===== config.mk =====
export PLATFORM = sky130hd
export DESIGN_NAME = wide_decoder_pipe
export DESIGN_NICKNAME = d
export VERILOG_FILES = /design/src/rtl/wide_decoder_pipe.sv
export SDC_FILE = /design/constraint.sdc
export NUM_CORES = 1
export LEC_CHECK = 0
export CAP_MARGIN = 20
export CORE_UTILIZATION = 45
export DETAILED_ROUTE_END_ITERATION = 7
export MAX_ROUTING_LAYER = met4
export PLACE_DENSITY = 0.73
export SYNTH_ARGS = -nofsm -noshare
export SYNTH_HDL_FRONTEND = slang
export SYNTH_SLANG_ARGS = --single-unit

===== constraint.sdc =====
create_clock -name clk -period 1 [get_ports clk]
set_input_delay 0.15 -clock clk [delete_from_list [all_inputs] [get_ports clk]]
set_output_delay 0.15 -clock clk [all_outputs]
set_load 0.01 [all_outputs]

===== src/rtl/wide_decoder_pipe.sv =====
// wide_decoder_pipe: pipelined N-to-2^N one-hot decoder for regfile write
// enables, with stall/flush, zero-register masking and an in-flight busy vector.
module wide_decoder_pipe #(
  parameter int ADDR_W    = 5,
  parameter int STAGES    = 2,
  parameter int MASK_ZERO = 1,
  parameter int ZERO_IDX  = 2**ADDR_W-1
) (
  input  logic              clk,
  input  logic              reset_n,
  input  logic              in_valid,
  input  logic              in_en,
  input  logic [ADDR_W-1:0] in_addr,
  input  logic              stall,
  input  logic              flush,
  output logic              out_valid,
  output logic [ADDR_W-1:0] out_addr,
  output logic [2**ADDR_W-1:0] out_onehot,
  output logic [2**ADDR_W-1:0] busy
);

  localparam int N = 2**ADDR_W;
  localparam bit MZ = (MASK_ZERO != 0);
  localparam logic [ADDR_W-1:0] ZI =
    ADDR_W'(ZERO_IDX);

  typedef struct packed {
    logic              v;
    logic [ADDR_W-1:0] a;
    logic [N-1:0]      oh;
  } stage_t;

  stage_t st [STAGES];
  stage_t cap;
  logic   live;
  logic   is_zero;

  // Qualify the input and decode it into the stage-1 image.
  always_comb begin
    is_zero = (in_addr == ZI);
    live    = in_valid & in_en & ~(MZ & is_zero);
    cap.v   = live;
    cap.a   = in_addr;
    cap.oh  = live ? (N'(1) << in_addr) : '0;
  end

  // Stage registers: flush beats stall, stall beats shift.
  always_ff @(posedge clk or negedge reset_n) begin
    if (!reset_n) begin
      for (int k = 0; k < STAGES; k++)
        st[k] <= '0;
    end else if (flush) begin
      for (int k = 0; k < STAGES; k++) begin
        st[k].v  <= 1'b0;
        st[k].oh <= '0;
      end
    end else if (!stall) begin
      for (int k = STAGES-1; k > 0; k--)
        st[k] <= st[k-1];
      st[0] <= cap;
    end
  end

  // Pending-write vector for hazard detection, from stage state only.
  always_comb begin
    busy = '0;
    for (int k = 0; k < STAGES; k++)
      busy = busy | st[k].oh;
  end

  assign out_valid  = st[STAGES-1].v;
  assign out_addr   = st[STAGES-1].a;
  assign out_onehot = st[STAGES-1].oh;

endmodule


* Word level (Yosys, flattened, before mapping) *
Cells that the tools add are included.

word-level totals
  register bits after elaboration = 76
  latch bits = 0
  memory bits (writable) = 0
  memory bits (read-only) = 0
  input port bits = 11
  output and inout port bits = 70
  logic and storage cells = 21
  memories = 0

operators by class
  add/sub/neg operators = 0
  multipliers = 0
  div/mod/pow operators = 0
  magnitude comparators = 0
  eq/ne operators = 2
  shifts and indexed selects = 1
  mux-type cells = 5
  bitwise logic cells = 6
  reductions and logical operators = 1

operator list
  cell                                                                     count
  76-bit 2-to-1 mux                                                        1
  32-bit 2-to-1 mux                                                        2
  33-bit 2-to-1 mux                                                        1
  32-bit OR                                                                1
  1-bit by 5-bit << shifter with 32-bit output, first input constant       1
  5-bit == test, second input constant                                     1
  1-bit inverter                                                           3
  1-bit AND                                                                2
  2-bit by 1-bit inequality test with 1-bit output, second input constant  1
  2-bit AND reduction                                                      1
  1-bit 2-to-1 mux                                                         1

* Logic depth before layout (Yosys ltp) *
  depth in word-level cells = 6
  depth in mapped cells = 6
  depth with buffers taken out = 3

* Least setup slack after synthesis *
No wires, ideal clock.

  path kind = input-to-reg
  start = in flush
  end = reg st, in the netlist out_addr[0]
  data arrival time = 0.933 ns
  required time = 0.872 ns
  slack = -0.061 ns
  cell stages on the path = 4
  path buffers = 2
  path through = buf_4 nor2_1 buf_4 mux2_1

on the way
  longest elaborated chain between the ends = 2

ends and longest elaborated chain
  item                            line  text
  start: declaration              15    input logic flush,
  1-bit inverter (no line)        n/a
  2-bit AND reduction (no line)   n/a
  end signal: indexed assignment  59    st[k] <= st[k-1];
  end: declaration                33    stage_t st [STAGES];

No other way between the ends.
A chain may end at the register's enable or synchronous reset.

* Worst setup path in the final report *
  start = reg st, in the netlist out_onehot[27]
  end = out busy[27]

on the way
  longest elaborated chain between the ends = 1

ends and longest elaborated chain
  item              line  text
  32-bit OR         68    busy = busy | st[k].oh;
  end: declaration  19    output logic [2**ADDR_W-1:0] busy

No other way between the ends.

==> out/qor.yml <==
ir_drop_mv: 1.00
final.setup_skew_ns: 0.00948
synth-edff-count: 0
cts_tree: "done"
grt_max_degree: 34
mappedNetlistArea_sq_um: 3530
unrepaired_setup_endpoints_after_global_routing: "yes"
avgSynthCellArea_sq_um: 11.4
number_of_global_route_vias_before_repair: 2904
ports_placed_on_the_boundary: 81
syn-num-nets: 320
num_rows: 31
drc_errors: 0
drt_iter0_drc: 144
grt_use_total_pct: 23.4
critical_path_peak_fanout: 2
power_density_nw_per_um2: 1150
dp_worst_setup_slack_ns: -0.666
ys_seq_area_share_pct: 53.9
critPathLaunch: "out_onehot[27]"
n_fill_cell: 498
cts.path.max_buffers: 2
worst-endpoint-required_ns: 0.85
worstHoldStart: "flush"
synth_warnings: 0
element_type_at_the_critical_path_start: "flip-flop"
cellLeakagePower_uw: 0.00294
layout_commonest_cell: "buf_6"
die-area_sq_um: 8200
cpLargestDelayFamily: "flip-flops"
slowest_stage: "dfrtp_1"
post_synth_num_cell_types: 27
maxSlewViolCount: 0
synth-seq-cells: 76
final_nets: 482
classification_of_the_worst_slack_hold_path: "in -> reg"
crit_cells: 2
die_y_microns: 90.6
initial_utilization_pct: 47.6
clock_sinks: 76
max_freq_mhz: 781
drv_cap: 0
buffer_ports.inserted: 80
setup-violations-final: 73
clock_tree.root_cell: "clkbuf_8"
numPlacedInstances: 529
final.period_utilization_pct: 128
worst_r2r_startpoint: "out_onehot[7]"
final_hold_viol_count: 0
post_route_cells_drive_above_1_share_pct: 54.4
floorplan.die.width_microns: 90.6
antenna_cells: 0
hold_path_depth: 2
worst_ep_arrival_time_ns: 1.13
tightestPinTransition_ns: 0.425
drt-wirelength-per-cell_microns: 15.7
drt-pass1-iter-count: 4
slew_headroom_pct: 71.7
cts.clk_slew.worst_paths_ns: 0.09
slowest_delay_ns: 0.40
worst-r2r-cell-count: 5
worst_hold_slack_ns: 0.161
cp_num_buf_inv: 1
timing.final.ws_setup_ns: -0.281
failed_checks: "negative setup slack"
timing.critical_path.to_type: "primary output"
global_route_wire_length_before_repair_mm: 14.5
timing.critical_path.cells: "or2_4 -> buf_6"
syn_inst: 309
route.vias.total: 2844
layout.cells.most_common_list: "buf_6 (96), buf_4 (87), dfrtp_1 (76), nor2_1 (38), mux2i_1 (33)"
cts_buffers: 9
share_of_the_synthesized_area_in_the_top_cell_type_pct: 53.9
hpwl_mm: 6.05
clk-insertion-delay-late_ns: 0.35
dominantRegCellSynth: "dfrtp_1"
cts.htree.levels: 3
via_per_instance_ratio: 4.95
drt-total-wl_mm: 9.00
flow.area_growth_from_synthesis_pct: 57.5
ant_nets: 0
routabilityCongestion: 0.901
final-instance-count-excl-fill: 575
synth-async-reset-ratio_pct: 100
coreArea_sq_um: 7410
outcome: "complete, but fails checks"
synth_top_cell_by_area: "dfrtp_1"
setup.worst_path.class: "reg -> out"
post_route_minimum_period_ns: 1.28
residual_overflow_from_global_routing: 0
antenna_found_initial: 0
synth.top_cells.by_area: "dfrtp_1 (54%), mux2i_1 (9.4%), buf_4 (8.5%)"
post-route-util_pct: 75.0
## timing repair
action                     in CTS  in global routing
pin swaps                      15                 16
buffers inserted               10                 25
setup endpoints to repair     130                 93
hold buffers                    1                  0
resized for setup             411                 27
hold endpoints to repair       76                  0
## worst reg2reg max path, stage by stage, from the launching register on
cell     delay, ns
dfrtp_1       0.40
buf_6         0.12
buf_4         0.12
buf_4         0.12
mux2i_1       0.14
nor2_1        0.05
## power by group
part           leakage, uW  switching [uW]  internal, uW  total (uW)
Combinational      0.00179             346           303         648
Sequential         0.00104            42.2          3160        3200
Clock             0.000109            1170          1400        2560
Total              0.00294            1550          4850        6410
## layout make-up
type                    instances  area, sq um  area share [%]
flip-flops and latches         76         1900            34.2
multi-input cells             182         1410            25.3
well taps                      99          124            2.23
clock buffers                   9          124            2.23
repair buffers                202         1910            34.4
clock inverters                 7         91.3            1.64
## worst paths after layout
kind	to	slack, ns
worst max-delay path	busy[27]	-0.28
worst min-delay path	out_valid	0.16
worst max register to register	out_onehot[7]	-0.06
worst min register to register	out_addr[2]	0.49
max in group asynchronous	out_onehot[29]	0.38
min in group asynchronous	out_onehot[8]	0.19
## cells by family (layout without fill, tap and decap cells)
kind of cell / count (synthesis) / after routing / share of synthesized area, %
mux: 43 / 43 / 12.6
simple gates: 107 / 107 / 16.5
flops: 76 / 76 / 53.9
compound gates: 32 / 32 / 6.95
buf+inv: 51 / 218 / 10.1
## stage by stage
step | total power, uW | instance area (sq um) | setup TNS (ns)
floorplan | 3590 | 3540 | -0.163
global placement | 3880 | 4810 | -45.86
detailed placement | 3890 | 4810 | -49.26
CTS | 6400 | 5350 | -13.49
global route | 6630 | 5560 | -15.52
finish | 6410 | 5560 | -13.03
## routing by layer
metal	up-vias	global-route usage [%]	wire length, microns
met5	-	-	0
met4	0	9.27	173
met3	20	3.96	368
met2	88	38.5	4590
met1	1401	28.8	3870
li1	1335	-	-
## registers in the layout, summed over array words and instances (netlist names)
name        flops
out_addr        5
out_onehot     32
out_valid       1
st             38
## Yosys cell counts, drive strengths merged (2+ instances only)
cell and instances:
a22o 19, a32o 2, and3 2, buf 48, clkbuf 3, dfrtp 76, mux2 10, mux2i 33
nand2 14, nand2b 3, nand3 3, nor2 40, nor2b 5, nor3 2, o21ai 10, or2 33
Note: power is estimated with default switching activity, not from simulation.
